**config.mk**
```make
export PLATFORM = sky130hd
export DESIGN_NAME = mm2s_read_scheduler
export DESIGN_NICKNAME = d
export VERILOG_FILES = /design/src/rtl/mm2s_pkg.sv /design/src/rtl/credit_counter.sv /design/src/rtl/mm2s_read_scheduler.sv
export SDC_FILE = /design/constraint.sdc
export NUM_CORES = 1
export LEC_CHECK = 0
export ABC_AREA = 0
export BUFFER_PORTS_ARGS = -buffer_cell sky130_fd_sc_hd__buf_2
export CAP_MARGIN = 20
export CELL_PAD_IN_SITES_DETAIL_PLACEMENT = 1
export CELL_PAD_IN_SITES_GLOBAL_PLACEMENT = 2
export CORE_MARGIN = 3
export CORE_UTILIZATION = 36
export CTS_CLUSTER_DIAMETER = 80
export DETAILED_ROUTE_END_ITERATION = 16
export PLACE_DENSITY_LB_ADDON = 0.2
export SETUP_SLACK_MARGIN = 0.15
export SYNTH_ARGS = -nofsm -noshare
export SYNTH_HDL_FRONTEND = slang
export SYNTH_HIERARCHICAL = 1
export SYNTH_SLANG_ARGS = --single-unit
```
**constraint.sdc**
```tcl
create_clock -name clk -period 5.07 [get_ports clk]
set_input_delay 0.507 -clock clk [delete_from_list [all_inputs] [get_ports clk]]
set_output_delay 0.507 -clock clk [all_outputs]
set_load 0.1 [all_outputs]
```
**src/rtl/mm2s_pkg.sv**
```systemverilog
// mm2s_pkg: scheduler states, AXI 4 KB constant and burst sizing shared by the MM2S read path.
package mm2s_pkg;
  typedef enum logic [2:0] {IDLE, CALC, WAIT, ISSUE, DRAIN, DONE} sched_state_t;
  localparam int AXI_4K = 4096;
  function automatic logic [31:0] calc_blen(input logic [31:0] remaining, input logic [11:0] addr_lo,
                                            input int burst_max, input int beat_bytes);
    logic [31:0] to_4k, lim;
    to_4k = (32'(AXI_4K) - 32'(addr_lo)) / 32'(beat_bytes);
    lim = (remaining < 32'(burst_max)) ? remaining : 32'(burst_max);
    return (lim < to_4k) ? lim : to_4k;
  endfunction
endpackage

```
**src/rtl/credit_counter.sv**
```systemverilog
// credit_counter: outstanding-beat credit count with a sticky underflow/overflow error flag.
module credit_counter #(
  parameter int W     = 5,
  parameter int LIMIT = 16,
  parameter int AW    = 9
) (
  input  logic          clk,
  input  logic          reset_n,
  input  logic          add_en,
  input  logic [AW-1:0] add,
  input  logic          dec,
  output logic [W-1:0]  count,
  output logic          err
);
  logic [31:0] sum;
  logic under, over;
  always_comb begin
    under = dec && count == '0;
    sum = 32'(count) + (add_en ? 32'(add) : 32'd0) - ((dec && !under) ? 32'd1 : 32'd0);
    over = sum > 32'(LIMIT);
  end
  // an underflowing decrement is dropped so the count holds at zero
  always_ff @(posedge clk or negedge reset_n)
    if (!reset_n) begin
      count <= '0;
      err <= 1'b0;
    end else begin
      count <= over ? W'(LIMIT) : W'(sum);
      err <= err | under | over;
    end
endmodule

```
**src/rtl/mm2s_read_scheduler.sv**
```systemverilog
// mm2s_read_scheduler: splits a read command into AXI AR bursts bounded by BURST_MAX, 4 KB
// and unclaimed FIFO space, so returned beats always fit in the downstream beat FIFO.
module mm2s_read_scheduler
  import mm2s_pkg::*;
#(
  parameter int ADDR_W       = 32,
  parameter int LEN_W        = 16,
  parameter int BEAT_BYTES   = 4,
  parameter int BURST_MAX    = 16,
  parameter int FIFO_ADDR_SZ = 6
) (
  input  logic                  clk,
  input  logic                  reset_n,
  input  logic                  cmd_valid,
  output logic                  cmd_ready,
  input  logic [ADDR_W-1:0]     cmd_addr,
  input  logic [LEN_W-1:0]      cmd_beats,
  output logic                  ar_valid,
  input  logic                  ar_ready,
  output logic [ADDR_W-1:0]     ar_addr,
  output logic [7:0]            ar_len,
  input  logic                  beat_wr,
  input  logic [FIFO_ADDR_SZ:0] fifo_count,
  output logic                  busy,
  output logic                  done,
  output logic                  err
);
  localparam int FIFO_DEPTH = 1 << FIFO_ADDR_SZ;
  localparam int CW = FIFO_ADDR_SZ + 1;
  sched_state_t state, nxt;
  logic [ADDR_W-1:0] cur_addr;
  logic [LEN_W-1:0] remaining;
  logic [8:0] blen;
  logic [CW-1:0] inflight, free;
  logic hs;
  assign hs = ar_valid && ar_ready;
  assign free = CW'(FIFO_DEPTH) - fifo_count - inflight;
  assign cmd_ready = state == IDLE;
  assign busy = state != IDLE;
  assign done = state == DONE;
  assign ar_valid = state == ISSUE;
  credit_counter #(.W(CW), .LIMIT(FIFO_DEPTH), .AW(9)) u_credit (
    .clk    (clk),
    .reset_n(reset_n),
    .add_en (hs),
    .add    ({1'b0, ar_len} + 9'd1),
    .dec    (beat_wr),
    .count  (inflight),
    .err    (err)
  );
  always_comb begin
    nxt = state;
    unique case (state)
      IDLE:    if (cmd_valid) nxt = (cmd_beats == '0) ? DONE : CALC;
      CALC:    nxt = WAIT;
      WAIT:    if (32'(free) >= 32'(blen)) nxt = ISSUE;
      ISSUE:   if (ar_ready) nxt = (remaining != LEN_W'(blen)) ? CALC : DRAIN;
      DRAIN:   if (inflight == '0 || (inflight == CW'(1) && beat_wr)) nxt = DONE;
      DONE:    nxt = IDLE;
      default: nxt = IDLE;
    endcase
  end
  always_ff @(posedge clk or negedge reset_n)
    if (!reset_n) begin
      state <= IDLE;
      cur_addr <= '0;
      remaining <= '0;
      blen <= '0;
      ar_addr <= '0;
      ar_len <= '0;
    end else begin
      state <= nxt;
      if (state == IDLE && cmd_valid) begin
        cur_addr <= cmd_addr & ~ADDR_W'(BEAT_BYTES - 1);
        remaining <= cmd_beats;
      end
      if (state == CALC) blen <= 9'(calc_blen(32'(remaining), cur_addr[11:0], BURST_MAX, BEAT_BYTES));
      if (state == WAIT && nxt == ISSUE) begin
        ar_addr <= cur_addr;
        ar_len <= 8'(blen - 9'd1);
      end
      if (hs) begin
        cur_addr <= cur_addr + ADDR_W'(32'(blen) * BEAT_BYTES);
        remaining <= remaining - LEN_W'(blen);
      end
    end
  // claimed space plus stored beats must never exceed the FIFO
  assert property (@(posedge clk) disable iff (!reset_n)
    32'(inflight) + 32'(fifo_count) <= 32'(FIFO_DEPTH));
endmodule

```
==> Word level (Yosys, flattened, before mapping) <==
Index checks and enable logic that the tools add are counted.
{ "word_totals": {"ff_bits": 108, "input_bits": 60, "output_inout_bits": 45, "elab_cells": 60} }
{ "op_classes": {"add_sub_neg": 9, "order_cmp": 4, "eq_ne": 8, "n_mux": 16, "bitwise_logic": 2, "reduce_logical": 13} }
{ "ops": {"columns": ["operator", "n"], "rows": [
  ["2-to-1 mux 32 bit", 2],
  ["2-to-1 mux 16 bit", 3],
  ["adder 32 x 11 -> 32 bit", 1],
  ["adder 7 x 32 -> 32 bit", 1],
  ["> comparator 32 x 7 -> 1 bit (second input constant)", 1],
  ["subtractor 32 bit", 1],
  ["less-than comparator 16 x 30 -> 1 bit", 1],
  ["2-to-1 mux 3 bit", 6],
  ["2-to-1 mux 9 bit", 2],
  ["zero test 16 bit", 1],
  ["less-than comparator 16 x 5 -> 1 bit (second input constant)", 1],
  ["inequality test 16 x 9 -> 1 bit", 1],
  ["subtractor 16 x 9 -> 16 bit", 1],
  ["case mux 3 bit (5 select lines)", 1],
  ["subtractor 13 x 12 -> 14 bit (first input constant)", 1],
  ["adder 8 x 1 -> 9 bit (second input constant)", 1],
  ["equality test 3 x 2 -> 1 bit (second input constant)", 3],
  ["greater-or-equal comparator 7 x 9 -> 1 bit", 1],
  ["subtractor 8 x 1 -> 8 bit (second input constant)", 1],
  ["equality test 7 x 1 -> 1 bit (second input constant)", 1],
  ["zero test 7 bit", 1],
  ["2-to-1 mux 7 bit", 1],
  ["subtractor 7 bit", 1],
  ["subtractor 7 bit (first input constant)", 1],
  ["10 further kinds", 17]
]} }

==> Depth between registers and ports, before layout <==
Gate-level depths: netlist of the first run.
{ "depth": {"ltp_word": 8, "mapped_depth": 17, "mapped_depth_nobuf": 15} }

==> By module <==
The synthesis of the first run kept the hierarchy.
{ "by_module_without_submodules": {"columns": ["module", "instances", "cells_each", "area_each_um2", "seq_area_each_um2"], "rows": [
  ["mm2s_read_scheduler", 1, 666, 6298.5, 2402.3],
  ["credit_counter", 1, 110, 917.1, 200.2]
]} }

==> Worst setup path after synthesis of the first run <==
No wires, ideal clock.
{ "synth_path": {"kind": "register to register", "start": "register state[2]", "end": "register u_credit.err", "t_arrival_ns": 4.820, "required_time_ns": 4.941, "slack_ns": 0.121, "stages_incl_launch_ff": 18, "n_path_buf": 3, "period_less_slack_ns": 4.949, "path_cell_list": "dfrtp_1 > and3b_1 > nand2_1 > clkinv_1 > clkbuf_1 > buf_2 > nand2_1 > ha_1 > inv_1 > ha_1 > fa_1 > a211oi_1 > o31ai_1 > o2bb2ai_1 > mux2i_1 > or4_1 > buf_2 > a2111o_1"} }
{ "synth_via": {"elab_chain_cells": 7} }
{ "synth_rtl": {"columns": ["item", "line", "source"], "rows": [
  ["start, declared", "mm2s_read_scheduler.sv:30", "sched_state_t state, nxt;"],
  ["start signal, assigned", "mm2s_read_scheduler.sv:72", "state <= nxt;"],
  ["equality test 3 x 2 -> 1 bit", "mm2s_read_scheduler.sv:41", "assign ar_valid = state == ISSUE;"],
  ["named net ar_valid", "mm2s_read_scheduler.sv:18", "output logic ar_valid,"],
  ["logical AND 1 bit", "mm2s_read_scheduler.sv:36", "assign hs = ar_valid && ar_ready;"],
  ["named net hs", "mm2s_read_scheduler.sv:35", "logic hs;"],
  ["2-to-1 mux 9 bit", "credit_counter.sv:19", "sum = 32'(count) + (add_en ? 32'(add) : 32'd0) - ((dec && !under) ? 32'd1 : 32'd0);"],
  ["adder 7 x 32 -> 32 bit", "credit_counter.sv:19", null],
  ["subtractor 32 bit", "credit_counter.sv:19", null],
  ["> comparator 32 x 7 -> 1 bit", "credit_counter.sv:20", "over = sum > 32'(LIMIT);"],
  ["OR 1 bit", "credit_counter.sv:29", "err <= err | under | over;"],
  ["end signal, assigned", "credit_counter.sv:29", null],
  ["end, declared", "credit_counter.sv:13", "output logic err"]
]} }
The timed path passes the listed nets, and every way through them passes these cells.
A chain may end at the register's enable or synchronous reset.

==> Worst setup path in the final report of the first run <==
{ "layout_path": {"start": "register u_credit.count[5]", "end": "register u_credit.err"} }
{ "layout_via": {"elab_chain_cells": 8, "elab_cells_between_ends": 10} }
{ "layout_rtl": {"columns": ["item", "line", "source"], "rows": [
  ["start, declared", "credit_counter.sv:12", "output logic [W-1:0] count,"],
  ["start signal, assigned", "credit_counter.sv:28", "count <= over ? W'(LIMIT) : W'(sum);"],
  ["parallel branches: the longest is 7 deep, another holds adder 7 x 32 -> 32 bit", null, null],
  ["OR 1 bit (*)", "credit_counter.sv:29", null]
]} }
Mark *: on every way between the ends.

==> results of run 1 <==
==> final cells by class <==
cell class	instances	area, µm²
timing repair buffer	109	607
antenna	1	2.50
sequential	104	2600
clock buffer	11	243
fill	2306	11300
tap	265	332
clock inverter	5	41.3
multi-input combinational	575	4230
inverter	74	278
==> layer usage <==
layer	vias to the layer above	wire [µm]	share of wire, %
met2	114	10700	48
met3	25	900	4.1
met1	3166	10100	46
met4	8	261	1.2
li1	2997	-	-
met5	-	63	0.29
==> placed cells by master, fill, tap and decap left out, drive strengths merged, types with 17 or more instances in the layout <==
cell and count:
mux2 31, inv 74, o21ai 32, xnor2 28
nor2 53, nor3 28, buf 109, a21oi 29
nand2 64, a211oi 17, dfrtp 104, ha 67
==> worst max-delay path: stages (launching register included) <==
cell	delay, ns
dfrtp_1	0.41
or4_1	0.53
nor4_1	0.41
nor2b_1	0.12
ha_1	0.30
inv_1	0.03
ha_1	0.21
fa_1	0.43
a211oi_1	0.30
o31ai_1	0.16
o2bb2ai_1	0.17
mux2i_1	0.09
or4_1	0.68
a2111o_1	0.44
==> sequential cells by signal, indices dropped and copies added (netlist names) <==
register	count
u_credit/count	7
remaining	16
ar_addr	30
cur_addr	30
u_credit/err	1
ar_len	8
state	3
blen	9
==> through the flow <==
step / instance area, µm² / hold slack (ns)
2_1_floorplan: 7240 / 0.211
3_3_place_gp: 8010 / 0.465
3_5_place_dp: 8020 / 0.483
4_1_cts: 8300 / 0.349
5_1_grt: 8330 / 0.0551
6_report: 8330 / 0.0414
==> how the worst min path moves through the flow <==
stage,endpoint,slack [ns],depth (start not counted)
2_1_floorplan,ar_addr[10],0.21,0
3_3_place_gp,ar_addr[24],0.46,2
3_5_place_dp,ar_addr[3],0.48,2
4_1_cts,ar_addr[13],0.35,1
5_1_grt,ar_addr[11],0.06,1
6_report,ar_addr[11],0.04,1
==> logic make-up after synthesis <==
group,synth area share [%]
other,0.0520
xor gates and xnor gates,5.10
and+or+nand+nor,16.8
DFF,36.1
AOI/OAI and AO/OA,17.8
buffers and inverters,5.86
adders and majority gates,12.7
muxes,5.58
==> reports/results.tsv, run 1 <==
metric	value	unit
grt.busiest_layer	met2	
setup_viol	0	
final.setup.tns	0	ns
area_growth	15.5	%
ant_nets	0	
clk_path_buf_depth	2	
synth.avg_cell_area	9.30	µm²
ys_types	71	
gp_congestion	0.837	
grt_max_degree	75	
cts_tree	built	
worst_pin_slew	0.893	ns
gr-usage-met2	35.0	%
start_util	36.8	%
max_freq	228	MHz
ys_warn_count	6	
synthCells	776	
r2r_setup_slack	0.68	ns
cts_made_buffers	9	
maxCapViolCount	0	
post-route-drc-count	0	
grt_antenna_before_repair	5	
postLayoutSetupSlackWorst	0.677	ns
clk_latency	0.36	ns
utilization	42.5	%
cts_resized	0	
final_net_count	1004	
die_h	148	µm
post-cts-setup-buffers	0	
routed_wl	22000	µm
root_buffer	clkbuf_16	
synthFlopType	dfrtp_1	
die_w	148	µm
ys_seq_area_share	36.1	%
cp-startpoint	u_credit/count[5]	
io_buffer_count	100	
maxSlewViolCount	0	
reg2reg_from	u_credit/count[5]	
synth_top_area_cell	dfrtp_1	
pre_cts_ws	0.691	ns
hp-class	primary input to asynchronous set/reset pin	
synth-edff-count	0	
grt_pass1_wl	35700	µm
cp_max_fo	8	
synthTopCellsByArea	dfrtp_1 36%, ha_1 12%, mux2_2 4.7%	
dp_hpwl	16600	µm
track_usage	20.4	%
required	5.30	ns
avgViaCountPerCell	5.52	
drt-wirelength-per-cell	19.2	µm
grtUsageMet1	26.6	%
synth.most_common_cell	dfrtp_1	
hold_violations	0	
postCtsHoldBufs	0	
dp.cells	1126	
std_cell_rows	51	
dr.pass1.iters	4	
io_pins	105	
layout-drive-gt1-share	19.1	%
startpoint_type	flip-flop	
async_flop_share	100	%
met3_usage	3.68	%
h-tree-depth	3	
cts.sinks	104	
reg2regPathDepth	13	
cp_data_arrival_time	4.63	ns
status	finished, final reports clean	
rr_endpoint	u_credit/err	
synth_top_cell_area_share	36.1	%
grt_overflow	0	
crit_end	u_credit/err	
worst_setup_path_end_kind	flip-flop	
clock_skew	0.0132	ns
critPathKind	flip-flop to flip-flop	
syn_area	0.00722	mm²
timing.final.crit_share	86.6	%
path_clk_slew	0.07	ns
fin_cells	1144	
fin_crit	4.39	ns
slew_headroom	40.3	%
netlist_top_cells_count	104 x dfrtp_1, 73 x inv_1, 67 x ha_1	
rsz0062_at_grt	false	
vias	6310	
coreArea	0.0196	mm²
grt_pass1_vias	6744	
ys_seq_elements	104	
die_area	0.0218	mm²
drt_iter0_drc	188	
Power of run 1 is left out: the tool's default activity adds up to more than one toggle a clock period on the data nets, which glitch-free logic cannot reach.
==> run 2, diff against run 1 <==
SYNTH_HIERARCHICAL = not set   (was 1)
==> run 2 against run 1 <==
Maximum frequency up 9.4%. Register-to-register slack better by 0.38 ns. Highest routed layer unchanged. Utilization down 0.062 points. Die area up 0.52%. Synthesized cell count up 2.6%. Via count up 1.1%. Clock-buffer cell count down 2.
==> reports/results.tsv, run 2 <==
metric	value	unit	change
status	finished, final reports clean		
area_growth	15.1	%	
slowest_delay	0.48	ns	-0.20 ns
postCtsHoldBufs	0		unchanged
dp.cells	1149		+2.0%
fin_cells	1166		+1.9%
startpoint_type	flip-flop		
dp_hpwl	17000	µm	+2.2%
worstPathCellList	ha_1 > and3_1 > nand3_1 > xnor2_1 > nand2_1 > ha_1 > inv_1 > ha_1 > nand2_1 > a21oi_1 > o21ai_0 > a21oi_1 > nor2_1 > ha_1 > nand2b_1 > a221o_1 > a2111o_1		
drt-wirelength-per-cell	19.1	µm	-0.58%
root_buffer	clkbuf_16		
reg2reg_from	ar_len[0]		
synth_top_cell_area_share	35.9	%	-0.19 points
coreArea	0.0197	mm²	+0.33%
gp_congestion	0.828		-1.1%
reg2regPathDepth	17		+4
routed_wl	22300	µm	+1.3%
cp_max_fo	8		unchanged
cp_data_arrival_time	4.25	ns	-0.38 ns
start_util	36.9	%	+0.078 points
syn_area	0.00725	mm²	+0.54%
ant_nets	0		unchanged
rsz0062_at_grt	false		
cp_slowest_cell	dfrtp_1		
track_usage	20.9	%	+0.50 points
layout-drive-gt1-share	19.1	%	-0.023 points
grt_max_degree	64		-15%
std_cell_rows	51		unchanged
netlist_top_cells_count	104 x dfrtp_1, 78 x nand2_1, 68 x ha_1		
crit_family	compound AO/OA/AOI/OAI gates		
cts_resized	0		unchanged
timing.final.crit_share	79.2	%	-7.5 points
die_w	148	µm	+0.26%
cts_tree	built		
synthFlopType	dfrtp_1		
crit_buf_inv	1		unchanged
io_buffer_count	100		unchanged
die_area	0.0219	mm²	+0.52%
reg_top3	ar_addr (30), cur_addr (30), remaining (16)		
clock_skew	0.00959	ns	-0.00365 ns
synth.avg_cell_area	9.11	µm²	-2.0%
die_h	148	µm	+0.26%
synthCells	796		+2.6%
synthTopCellsByArea	dfrtp_1 36%, ha_1 12%, mux2_2 4.7%		
maxSlewViolCount	0		unchanged
critPathKind	flip-flop to flip-flop		
worst_pin_slew	1.03	ns	+0.136 ns
grt_pass1_wl	36600	µm	+2.5%
post-cts-setup-buffers	0		unchanged
ys_seq_area_share	35.9	%	-0.19 points
ys_warn_count	0		-6
grt_pass1_vias	6895		+2.2%
io_pins	105		unchanged
required	5.30	ns	about the same
synth.most_common_cell	dfrtp_1		
final_net_count	1027		+2.3%
maxCapViolCount	0		unchanged
setup_viol	0		unchanged
fin_crit	4.01	ns	-0.379 ns
synth-edff-count	0		unchanged
hold_violations	0		unchanged
slew_headroom	31.1	%	-9.2 points
cts.sinks	104		unchanged
synth_top_area_cell	dfrtp_1		
final.setup.tns	0	ns	unchanged
ys_types	64		-9.9%
rr_endpoint	u_credit.err		
grt_overflow	0		unchanged
avgViaCountPerCell	5.47		-0.80%
post-route-drc-count	0		unchanged
clk_latency	0.36	ns	about the same
hp-class	primary input to asynchronous set/reset pin		
dr.pass1.iters	4		unchanged
crit_top_cell	ha_1		
layout_common_cells	104 x dfrtp_1, 99 x buf_2, 78 x nand2_1		
ys_seq_elements	104		unchanged
cts_made_buffers	9		unchanged
clk_path_buf_depth	2		unchanged
worst_setup_path_end_kind	flip-flop		
final_common_cell	dfrtp_1		
h-tree-depth	3		unchanged
r2r_setup_slack	1.06	ns	+0.38 ns
path_clk_slew	0.08	ns	about the same
async_flop_share	100	%	unchanged
drt_iter0_drc	243		+29%
vias	6380		+1.1%
grt_antenna_before_repair	4		-1
max_freq	249	MHz	+9.4%
==> run 2: cell types whose count changed in the layout (fill, tap and decap cells not counted), sizes merged, moves of 6 or more <==
cell,previous run,this run
nand2,64,78
o21ai,32,46
nand2b,5,15
nor2,53,63
inv,74,65
nand3,16,23
nor3,28,21
a22oi,9,3
a311oi,13,7
==> run 2: through the flow <==
stage / util (%) / hold slack (ns) / worst slack [ns] / cell area (µm²)
after floorplan: - / 0.211 / 0.597 / 7280
after global placement: 41.0 / 0.465 / 1.19 / 8070
after detailed placement: 41.0 / 0.480 / 1.07 / 8070
after CTS: 42.5 / 0.305 / 1.07 / 8350
after global routing: 42.5 / 0.336 / 0.777 / 8350
final: 42.5 / 0.256 / 1.06 / 8350
==> run 2: kinds of logic (layout without fill, tap and decap cells) <==
kind of cell,after synthesis,count (layout),share of synthesized area [%]
compound gates,184,184,17.4
mux,37,37,5.90
other cells,1,9,0.0517
flops,104,104,35.9
simple gates,271,271,18.5
buf+inv,88,185,4.71
xor+xnor,39,39,4.71
fa+ha+maj,72,72,12.8
==> run 2: layout make-up <==
| class | count | area (µm²) |
|---|---|---|
| fill | 2352 | 11300 |
| multi-input combinational | 611 | 4350 |
| sequential | 104 | 2600 |
| timing repair buffer | 106 | 548 |
| tap | 265 | 332 |
| inverter | 63 | 236 |
| clock buffer | 9 | 225 |
| clock inverter | 7 | 55.1 |
| antenna | 1 | 2.50 |
==> run 2: how the worst max path moves through the flow <==
stage / start / end / cells after the start
2_1_floorplan: state[0] / busy / 3
3_3_place_gp: remaining[12] / blen[4] / 12
3_5_place_dp: fifo_count[2] / ar_addr[20] / 15
4_1_cts: ar_len[0] / u_credit.err / 17
5_1_grt: ar_len[0] / u_credit.err / 17
6_report: ar_len[0] / u_credit.err / 17
==> run 2: per-layer routing <==
| layer | share of wire [%] | GRT usage (%) | vias to the layer above |
|---|---|---|---|
| li1 | - | - | 3069 |
| met1 | 46 | 27.7 | 3155 |
| met2 | 48 | 35.3 | 124 |
| met3 | 4.4 | 3.65 | 26 |
| met4 | 1.5 | 5.68 | 6 |
| met5 | 0.18 | 0 | - |
==> run 2: worst reg2reg max path, cell delays in order (launching register included) <==
cell and delay, ns:
dfrtp_1 0.48, ha_1 0.22, and3_1 0.30, nand3_1 0.13, xnor2_1 0.17, nand2_1 0.09
ha_1 0.29, inv_1 0.04, ha_1 0.36, nand2_1 0.07, a21oi_1 0.18, o21ai_0 0.17
a21oi_1 0.20, nor2_1 0.06, ha_1 0.27, nand2b_1 0.06, a221o_1 0.39, a2111o_1 0.43
Power of run 2 is left out for the same reason.
